## config.mk

```make
export PLATFORM = sky130hd
export DESIGN_NAME = pipeline_hazard_ctrl
export DESIGN_NICKNAME = d
export VERILOG_FILES = /design/src/rtl/pipe_pkg.sv /design/src/rtl/forward_sel.sv /design/src/rtl/pipeline_hazard_ctrl.sv
export SDC_FILE = /design/constraint.sdc
export NUM_CORES = 1
export LEC_CHECK = 0
export ABC_AREA = 1
export ABC_CLOCK_PERIOD_IN_PS = 2200
export BUFFER_PORTS_ARGS = -buffer_cell sky130_fd_sc_hd__buf_4
export CORE_ASPECT_RATIO = 1.2
export CORE_MARGIN = 1
export CORE_UTILIZATION = 40
export CTS_BUF_LIST = sky130_fd_sc_hd__clkbuf_16
export CTS_CLUSTER_DIAMETER = 40
export DETAILED_ROUTE_END_ITERATION = 10
export GPL_TIMING_DRIVEN = 0
export HOLD_SLACK_MARGIN = 0.02
export PLACE_DENSITY = 0.67
export SYNTH_ARGS = -nofsm -noshare
export SYNTH_HDL_FRONTEND = slang
export SYNTH_HIERARCHICAL = 1
export SYNTH_SLANG_ARGS = --single-unit
```

## constraint.sdc

```tcl
create_clock -name clk -period 2.2 [get_ports clk]
set_clock_uncertainty 0.2 [all_clocks]
set_input_delay 0.22 -clock clk [delete_from_list [all_inputs] [get_ports clk]]
set_output_delay 0.22 -clock clk [all_outputs]
set_load 0.1 [all_outputs]
```

## src/rtl/pipe_pkg.sv

```systemverilog
// rtl/pipe_pkg.sv - shared types for the pipeline hazard/forwarding controller
package pipe_pkg;

    typedef enum logic [1:0] {
        FWD_RF    = 2'b00,
        FWD_MEMWB = 2'b01,
        FWD_EXMEM = 2'b10
    } fwd_sel_t;

    typedef enum logic {
        RUN      = 1'b0,
        LD_STALL = 1'b1
    } hz_state_t;

endpackage

```

## src/rtl/forward_sel.sv

```systemverilog
// rtl/forward_sel.sv - ALU operand forwarding select for one EX-stage source
module forward_sel
    import pipe_pkg::*;
#(
    parameter int REG_ADDR_W = 5
) (
    input  logic [REG_ADDR_W-1:0] idex_rs_i,
    input  logic [REG_ADDR_W-1:0] exmem_rd_i,
    input  logic                  exmem_reg_write_i,
    input  logic                  exmem_mem_read_i,
    input  logic [REG_ADDR_W-1:0] memwb_rd_i,
    input  logic                  memwb_reg_write_i,
    output fwd_sel_t              fwd_o
);

    logic hit_exmem;
    logic hit_memwb;

    // A load in MEM has no data yet, so it must not win over MEM/WB.
    assign hit_exmem = exmem_reg_write_i && !exmem_mem_read_i
                    && (exmem_rd_i != '0) && (exmem_rd_i == idex_rs_i);
    assign hit_memwb = memwb_reg_write_i
                    && (memwb_rd_i != '0) && (memwb_rd_i == idex_rs_i);

    always_comb begin
        fwd_o = FWD_RF;
        if (hit_exmem) begin
            fwd_o = FWD_EXMEM;
        end else if (hit_memwb) begin
            fwd_o = FWD_MEMWB;
        end
    end

endmodule

```

## src/rtl/pipeline_hazard_ctrl.sv

```systemverilog
// rtl/pipeline_hazard_ctrl.sv - load-use stall FSM, flush/freeze priority, forwarding and stall counter
module pipeline_hazard_ctrl
    import pipe_pkg::*;
#(
    parameter int REG_ADDR_W   = 5,
    parameter int LOAD_LATENCY = 1,
    parameter int CNT_W        = 16
) (
    input  logic                  clk,
    input  logic                  rst_n,
    input  logic [REG_ADDR_W-1:0] id_rs1,
    input  logic [REG_ADDR_W-1:0] id_rs2,
    input  logic                  id_rs1_used,
    input  logic                  id_rs2_used,
    input  logic [REG_ADDR_W-1:0] idex_rs1,
    input  logic [REG_ADDR_W-1:0] idex_rs2,
    input  logic [REG_ADDR_W-1:0] idex_rd,
    input  logic                  idex_mem_read,
    input  logic                  idex_reg_write,
    input  logic [REG_ADDR_W-1:0] exmem_rd,
    input  logic                  exmem_reg_write,
    input  logic                  exmem_mem_read,
    input  logic [REG_ADDR_W-1:0] memwb_rd,
    input  logic                  memwb_reg_write,
    input  logic                  branch_taken,
    input  logic                  dmem_busy,
    output logic                  pc_write,
    output logic                  ifid_write,
    output logic                  ifid_flush,
    output logic                  idex_bubble,
    output logic                  exmem_hold,
    output logic [1:0]            fwd_a,
    output logic [1:0]            fwd_b,
    output logic                  stall,
    output logic [CNT_W-1:0]      stall_cycles
);

    localparam logic       MULTI_CYCLE = (LOAD_LATENCY > 1);
    localparam logic [2:0] CNT_INIT    = 3'(LOAD_LATENCY - 1);

    hz_state_t        state_q, state_d;
    logic [2:0]       cnt_q, cnt_d;
    logic [CNT_W-1:0] stall_cycles_q, stall_cycles_d;

    logic     lu, freeze, flush, lu_stall;
    fwd_sel_t fwd_a_raw, fwd_b_raw;

    // idex_reg_write does not participate: a load always writes, and x0 is filtered by rd.
    assign lu = idex_mem_read && (idex_rd != '0)
             && ((id_rs1_used && (idex_rd == id_rs1)) || (id_rs2_used && (idex_rd == id_rs2)));
    assign freeze   = dmem_busy;
    assign flush    = branch_taken && !dmem_busy;
    assign lu_stall = (state_q == LD_STALL) || lu;

    always_comb begin
        pc_write    = 1'b1;
        ifid_write  = 1'b1;
        ifid_flush  = 1'b0;
        idex_bubble = 1'b0;
        exmem_hold  = 1'b0;
        if (!rst_n) begin
            pc_write = 1'b1;
        end else if (freeze) begin
            pc_write   = 1'b0;
            ifid_write = 1'b0;
            exmem_hold = 1'b1;
        end else if (flush) begin
            ifid_flush  = 1'b1;
            idex_bubble = 1'b1;
        end else if (lu_stall) begin
            pc_write    = 1'b0;
            ifid_write  = 1'b0;
            idex_bubble = 1'b1;
        end
    end

    assign stall = ~pc_write | exmem_hold;

    always_comb begin
        state_d = state_q;
        cnt_d   = cnt_q;
        if (freeze) begin
            state_d = state_q;
        end else if (flush) begin
            state_d = RUN;
            cnt_d   = 3'd0;
        end else if (state_q == RUN) begin
            if (lu && MULTI_CYCLE) begin
                state_d = LD_STALL;
                cnt_d   = CNT_INIT;
            end
        end else if (cnt_q <= 3'd1) begin
            state_d = RUN;
            cnt_d   = 3'd0;
        end else begin
            cnt_d = cnt_q - 3'd1;
        end
    end

    always_comb begin
        stall_cycles_d = stall_cycles_q;
        if (stall && (stall_cycles_q != '1)) begin
            stall_cycles_d = stall_cycles_q + 1'b1;
        end
    end

    always_ff @(posedge clk) begin
        if (!rst_n) begin
            state_q        <= RUN;
            cnt_q          <= 3'd0;
            stall_cycles_q <= '0;
        end else begin
            state_q        <= state_d;
            cnt_q          <= cnt_d;
            stall_cycles_q <= stall_cycles_d;
        end
    end

    assign stall_cycles = stall_cycles_q;

    forward_sel #(.REG_ADDR_W(REG_ADDR_W)) u_fwd_a (
        .idex_rs_i         (idex_rs1),
        .exmem_rd_i        (exmem_rd),
        .exmem_reg_write_i (exmem_reg_write),
        .exmem_mem_read_i  (exmem_mem_read),
        .memwb_rd_i        (memwb_rd),
        .memwb_reg_write_i (memwb_reg_write),
        .fwd_o             (fwd_a_raw)
    );

    forward_sel #(.REG_ADDR_W(REG_ADDR_W)) u_fwd_b (
        .idex_rs_i         (idex_rs2),
        .exmem_rd_i        (exmem_rd),
        .exmem_reg_write_i (exmem_reg_write),
        .exmem_mem_read_i  (exmem_mem_read),
        .memwb_rd_i        (memwb_rd),
        .memwb_reg_write_i (memwb_reg_write),
        .fwd_o             (fwd_b_raw)
    );

    assign fwd_a = rst_n ? fwd_a_raw : FWD_RF;
    assign fwd_b = rst_n ? fwd_b_raw : FWD_RF;

endmodule

```

Word-level counts from Yosys, hierarchy flattened
Index checks and enable logic that the tools add are counted.
{ "word_totals": {"register_bits": 20, "in_bits": 46, "out_inout_bits": 26, "word_cells": 63} }
{ "op_classes": {"addsub": 2, "order_cmp": 1, "eq_ne": 7, "mux": 25, "bitwise": 3, "n_reduce_logical": 22} }
{ "op_table": {"columns": ["cell", "count"], "rows": [
  ["== test 5 bit", 6],
  ["2-to-1 mux 1 bit", 18],
  ["adder 16 x 1 -> 16 bit, second input constant", 1],
  ["inequality test 16 bit, second input constant", 1],
  ["nonzero test 5 bit", 3],
  ["logical AND 1 bit", 13],
  ["2-to-1 mux 3 bit", 3],
  ["2-to-1 mux 2 bit", 4],
  ["<= comparator 3 x 1 -> 1 bit, second input constant", 1],
  ["subtractor 3 x 1 -> 3 bit, second input constant", 1],
  ["zero test 1 bit", 2],
  ["logical OR 1 bit", 2],
  ["NOT 1 bit", 2],
  ["AND reduction 2 bit", 1],
  ["nonzero test 2 bit", 1],
  ["OR 1 bit", 1]
]} }

Logic depth before layout (Yosys ltp)
Gate-level depths: netlist of the first run.
{ "depth": {"ltp_word": 12, "ltp_mapped": 15, "mapped_depth_nobuf": 14} }

Hierarchy
Netlist of the first run, hierarchy kept.
{ "by_module_without_submodules": {"columns": ["module", "n_inst", "cells_per_inst", "area_each_um2", "seq_area_each_um2"], "rows": [
  ["pipeline_hazard_ctrl", 1, 246, 1591.5, 400.4],
  ["forward_sel", 2, 59, 236.5, 0.0]
]} }

Worst setup path before layout of the first run
OpenSTA, ideal clock, no wires.
{ "synth_path": {"path_kind": "in2out", "start": "input port rst_n", "end": "output port ifid_flush", "arrival_time_ps": 2775, "required_time_ps": 1780, "path_slack_ps": -995, "cell_stages": 4, "path_buffers": 2, "cell_sequence": "clkbuf_1 > inv_1 > clkbuf_1 > nor3_1"} }
{ "synth_via": {"elab_chain_cells": 1} }
{ "synth_rtl": {"columns": ["element", "line_no", "source"], "rows": [
  ["start, declared", "pipeline_hazard_ctrl.sv:10", "input logic rst_n,"],
  ["2-to-1 mux 1 bit", "pipeline_hazard_ctrl.sv:61", "if (!rst_n) begin"],
  ["end, declared", "pipeline_hazard_ctrl.sv:29", "output logic ifid_flush,"]
]} }
Every way passes these cells.

Final worst setup path of the first run
{ "layout_path": {"start": "register stall_cycles_q[0], in the netlist stall_cycles[0]", "end": "register stall_cycles_q[6], in the netlist stall_cycles[6]"} }
{ "layout_via": {"elab_chain_cells": 2, "word_cells_on_any_way": 3, "cone_classes": "1 x add/sub; 1 x eq/ne; 1 x reduce/logical"} }
{ "layout_rtl": {"columns": ["element", "line_no", "source"], "rows": [
  ["start, declared", "pipeline_hazard_ctrl.sv:43", "logic [CNT_W-1:0] stall_cycles_q, stall_cycles_d;"],
  ["start signal, assigned", "pipeline_hazard_ctrl.sv:115", "stall_cycles_q <= stall_cycles_d;"],
  ["branches (longest 2 deep; another with adder 16 x 1 -> 16 bit)", null, null]
]} }
Parallel ways; which one is timed is not known.
A chain may end at the register's enable or synchronous reset.

==> flow_summary.toml, run 1 <==
[outcome]
status = "complete, no violations"

[setup_path]
reg2reg_slack_ps = 160
r2r_cells = 9
crit_family = "simple AND/OR/NAND/NOR gates"
cpMaxStageDelayCell = "dfxtp_4"
r2r-start = "stall_cycles[0]"
cp_data_arrival_time_ps = 1960
r2r_end = "stall_cycles[6]"
start_kind = "flop"
cp_num_buf_inv = 1
worstPathMaxFanout = 10
critPathKind = "reg -> reg"
crit_chain = "ha_1, nand2_2, nor2_4, nand2_2, nor2_4, nand4_4, buf_2, nand3_1, a21oi_2"
required_ps = 2130
end_kind = "flop"
max_stage_delay_ps = 380

[synth]
synth_area_um2 = 2060
synth_fp_nets = 413
synthCells = 364
yosys_warnings = 6
ys_seq_area_share_pct = 19.4
syn_area_per_cell_um2 = 5.67
yosysUniqueCellTypes = 30
ys_ff_latch = 20

[detailed_routing]
wl_per_cell_um = 10.1
drcViolationCount = 0
ant_nets = 0
via_count = 2338
vias_per_cell = 4.69
dr.pass1.iters = 4
drt_iter0_drc = 107
routed_wl_um = 5040

[cells_and_area]
drive_above_1_share_pct = 30.3
fillers = 501
area_growth_pct = 36.4
n_antenna_cell = 0
nNetsFinal = 489
fin_util_pct = 57.0
final_common_cell = "nand2_1"
final_cell_mix = "nand2_1 (126), buf_4 (73), inv_1 (64)"

[global_routing]
grtUsageTotal_pct = 18.9
antenna_found_initial = 0
grt_pass1_vias = 2000
grt_pass1_wl_um = 8130
gr-total-overflow = 0
grt_max_degree = 13

[die]
dieWidth_um = 67.6
rows = 28
die_y_um = 80.7
dieArea_um2 = 5450
core_um2 = 4940
io_pins = 72
initial_core_util_pct = 41.8

[clock_network]
cts_max_level = 1
cts-hold-fix-buffers = 0
cts-root-buf = "clkbuf_16"
clock_sinks = 20
clk_pin_slew_ps = 60
cts_buffer_depth = 2
cts_buffers = 3
cts_tree = "built"
worstSkewPairLatency_ps = 260

[place]
place_congestion = 0.844
dp_hpwl_um = 4100
port_buffers = 69

[min_path]
timing.hold.worst_endpoint = "state_q"
whs_path_depth = 3
hold_class = "in -> reg"
min_from = "dmem_busy"

[power]
fin_total_pwr_w = 0.00120
power_density_nw_per_um2 = 425
power.leakage_nw = 1.50
vdd.ir_drop.worst_uv = 246

[timing]
fin_crit_sh_pct = 92.6
worstMarginPinSlew_ps = 680
final.min_clock_period_ps = 2040
rsz0062_at_grt = "false"
maxSlewViolCount = 0
setup_viol = 0
hold_viol_final = 0
fmax_mhz = 491
relSlewSlack_pct = 54.7

[run]
cap_violations = 0
cells in the mapped netlist (all sizes together):
| cell type | number | area [µm²] |
|---|---|---|
| nor2 | 42 | 180 |
| nand2 | 130 | 503 |
| nor4 | 2 | 12.5 |
| o21ai | 4 | 20.0 |
| xnor2 | 3 | 26.3 |
| ha | 3 | 37.5 |
| nand3 | 32 | 200 |
| nand4 | 3 | 33.8 |
| xor2 | 10 | 87.6 |
| a21oi | 24 | 158 |
| inv | 72 | 270 |
| buf | 7 | 65.1 |
| a211oi | 2 | 15.0 |
| dfxtp | 20 | 400 |
| nor3 | 6 | 35.0 |
| a211o | 1 | 8.76 |
| clkbuf | 3 | 11.3 |
repair_timing:
item | CTS | global route
setup endpoints to repair | 0 | 2
setup buffers | 0 | 2
resized for setup | 0 | 2
worst reg2reg max path, cell delays in order, from the launching register on:
cell,delay [ps]
dfxtp_4,380
ha_1,240
nand2_2,100
nor2_4,160
nand2_2,100
nor2_4,100
nand4_4,170
buf_2,280
nand3_1,130
a21oi_2,60
sequential cells by signal, summed over array words and instances (netlist names):
signal,count
stall_cycles,16
cnt_q,3
state_q,1
per-layer routing:
metal | vias up | track usage [%] | part of all wire [%]
met5 | - | 0 | 0
met4 | 0 | 4.47 | 0.89
met3 | 5 | 2.41 | 6.0
met2 | 69 | 34.2 | 47
met1 | 1015 | 22.9 | 46
li1 | 1249 | - | -
how the worst max path moves through the flow:
stage,startpoint,endpoint,depth (start not counted)
floorplan,rst_n,ifid_flush,4
global placement,idex_rd[4],pc_write,16
detailed placement,idex_rd[0],pc_write,14
CTS,idex_rd[0],pc_write,14
global route,idex_rd[0],pc_write,14
finish,stall_cycles[0],stall_cycles[6],9
logic make-up after synthesis:
logic type,Yosys count,synth area share (%)
compound gates,31,9.76
xor+xnor,13,5.52
buf+inv,82,16.8
flops,20,19.4
simple gates,215,46.7
fa+ha+maj,3,1.82
layout make-up:
type                            count  area (µm²)  share of cell area, %
Inverter                           72         273                   9.68
Timing Repair Buffer               71         537                   19.1
Clock inverter                      1        30.0                   1.07
Clock buffer                        3        75.1                   2.67
Buffer                             10        81.3                   2.89
Multi-Input combinational cell    262        1330                   47.0
Sequential cell                    20         420                   14.9
Tap cell                           60        75.1                   2.67
through the flow:
step / area [µm²] / cells / TNS, ps / hold slack (ps) / worst slack [ps]
2_1_floorplan: 2090 / 364 / -137 / 165 / -137
3_3_place_gp: 2690 / 493 / 0 / 256 / 73.9
3_5_place_dp: 2690 / 493 / 0 / 260 / 64.8
4_1_cts: 2790 / 497 / 0 / 67.6 / 61.9
5_1_grt: 2820 / 499 / 0 / 112 / 6.84
6_report: 2820 / 499 / 0 / 69.5 / 164
power breakdown:
part           total, W  internal, W  switching (W)
clock          0.000508     0.000361       0.000146
sequential     0.000372     0.000366     0.00000575
combinational  0.000318     0.000124       0.000194
total           0.00120     0.000852       0.000346
Note: power is estimated with default switching activity, not from simulation.
==> run 2: changes to the inputs <==
--- a/config.mk
+++ b/config.mk
@@ -7,16 +7,16 @@
 export LEC_CHECK = 0
 export ABC_AREA = 1
 export ABC_CLOCK_PERIOD_IN_PS = 2200
-export BUFFER_PORTS_ARGS = -buffer_cell sky130_fd_sc_hd__buf_4
 export CORE_ASPECT_RATIO = 1.2
 export CORE_MARGIN = 1
 export CORE_UTILIZATION = 40
 export CTS_BUF_LIST = sky130_fd_sc_hd__clkbuf_16
 export CTS_CLUSTER_DIAMETER = 40
 export DETAILED_ROUTE_END_ITERATION = 10
+export DONT_BUFFER_PORTS = 1
 export GPL_TIMING_DRIVEN = 0
 export HOLD_SLACK_MARGIN = 0.02
-export PLACE_DENSITY = 0.67
+export PLACE_DENSITY = 0.55
 export SYNTH_ARGS = -nofsm -noshare
 export SYNTH_HDL_FRONTEND = slang
 export SYNTH_HIERARCHICAL = 1
==> run 2 against run 1 <==
Against the previous run:
- global-route usage grew 0.64 points
- core utilization decreased by 9.2 points
- largest power group unchanged
- design area is 16% lower
- worst setup slack got worse by 78 ps
- die area unchanged
- sequential share of layout area increased by 3.9 points
- critical path depth increased by 3
==> flow_summary.toml, run 2 (synthesized netlist as in run 1, its figures left out) <==
[cells_and_area]
n_antenna_cell = 0
nNetsFinal = 424
area_growth_pct = 14.4
largest_reg_flops = 16
final_cell_mix = "nand2_1 (126), inv_1 (64), nor2_1 (36)"
fillers = 549
postLayoutCellArea_um2 = 2360
final_common_cell = "nand2_1"
drive_above_1_share_pct = 19.3

[setup_path]
start_kind = "input pin"
cp_data_arrival_time_ps = 1690
worstPathMaxFanout = 10
required_ps = 1780
cp_num_buf_inv = 5
crit_chain = "nor2_1, nand3_1, o21ai_1, inv_1, nand2_1, nand2_1, nand2_1, nand2_2, buf_6, buf_12, inv_4, buf_6"
max_stage_delay_ps = 270
cpMaxStageDelayCell = "buf_6"
critPathKind = "in -> out"
cpMostUsedCell = "nand2_1"
crit_family = "buffers and inverters"
end_kind = "primary output"

[global_routing]
grt_pass1_wl_um = 8270
grt_pass1_vias = 1904
grtUsageTotal_pct = 19.5
grt_max_degree = 12
antenna_found_initial = 0
gr-total-overflow = 0

[timing]
final.min_clock_period_ps = 2110
rsz0062_at_grt = "true"
fmax_mhz = 473
maxSlewViolCount = 0
fin_crit_sh_pct = 96.1
setup_viol = 0
worstMarginPinSlew_ps = 996
hold_viol_final = 0
relSlewSlack_pct = 33.4

[place]
place_congestion = 0.865
place_area_um2 = 2180
port_buffers = 0
dp_hpwl_um = 3950

[detailed_routing]
via_count = 2077
drcViolationCount = 0
drt_iter0_drc = 59
top_layer = "met4"
wl_per_cell_um = 11.5
wl_met3_um = 383
ant_nets = 0
wl_met1_um = 2210
dr_wl_met2_um = 2370
dr.pass1.iters = 4
routed_wl_um = 5000
vias_per_cell = 4.79

[die]
rows = 28
initial_core_util_pct = 41.8
dieWidth_um = 67.6
io_pins = 72
core_um2 = 4940
die_y_um = 80.7
dieArea_um2 = 5450

[clock_network]
cts_buffers = 3
cts_buffer_depth = 2
cts-root-buf = "clkbuf_16"
cts_max_level = 1
clock_sinks = 20
cts_tree = "built"
clk_pin_slew_ps = 50
worstSkewPairLatency_ps = 250

[power]
fin_total_pwr_w = 0.000976
vdd.ir_drop.worst_uv = 367
power_density_nw_per_um2 = 413
power.leakage_nw = 1.17

[min_path]
hold_class = "in -> reg"

[run]
cap_violations = 0

[outcome]
status = "complete, no violations"
## run 2: worst register-to-register path, delay by kind of cell, from the launching register on
family | cells | cell delay (ps)
AOI/OAI and AO/OA | 1 | 130
adders and majority gates | 1 | 220
buffers and inverters | 1 | 140
DFF | 1 | 580
and+or+nand+nor | 7 | 740
## run 2: final timing paths
path         slack (ps)               end       startpoint  cells after the start
max                  90          pc_write       idex_rd[0]                     12
min                  70  stall_cycles[12]            rst_n                      3
max reg2reg         110  stall_cycles[10]  stall_cycles[0]                     10
min reg2reg         260          cnt_q[1]         cnt_q[1]                      2
## run 2: layout make-up
class / instances / area (µm²) / area share [%]
sequential: 20 / 445 / 18.9
clock buffer: 3 / 75.1 / 3.18
timing repair buffer: 6 / 47.5 / 2.01
tap: 60 / 75.1 / 3.18
buffer: 10 / 92.6 / 3.92
multi-input combinational: 262 / 1350 / 57.1
inverter: 72 / 273 / 11.6
clock inverter: 1 / 3.75 / 0.159
## run 2: layer usage
metal  vias to the layer above  GRT usage [%]
li1                       1121              -
met1                       889           24.0
met2                        63           33.8
met3                         4           4.12
met4                         0           4.47
met5                         -              0
## run 2: power breakdown
part	switching [W]	total (W)	internal [W]
logic	0.000147	0.000216	0.0000687
clock network	0.000139	0.000382	0.000242
registers	0.0000220	0.000379	0.000357
total	0.000308	0.000976	0.000668
## run 2: timing repair
action | CTS | global route
resized for setup | 15 | 6
endpoints found under the setup margin | 16 | 19
endpoints found under the hold margin | 1 | 0
pin swaps | 1 | 2
hold buffers | 1 | 0
buffers inserted | 3 | 2
## run 2: per-stage QoR
step	hold slack, ps	cells	setup TNS (ps)	util [%]	setup slack, ps
finish	73.7	434	0	47.8	85.6
global route	70.7	434	-77.6	47.8	-74.1
CTS	53.2	432	0	47.2	7.58
detailed placement	177	424	-2270	44.0	-207
global placement	172	424	-2530	43.9	-413
floorplan	165	364	-137	-	-137
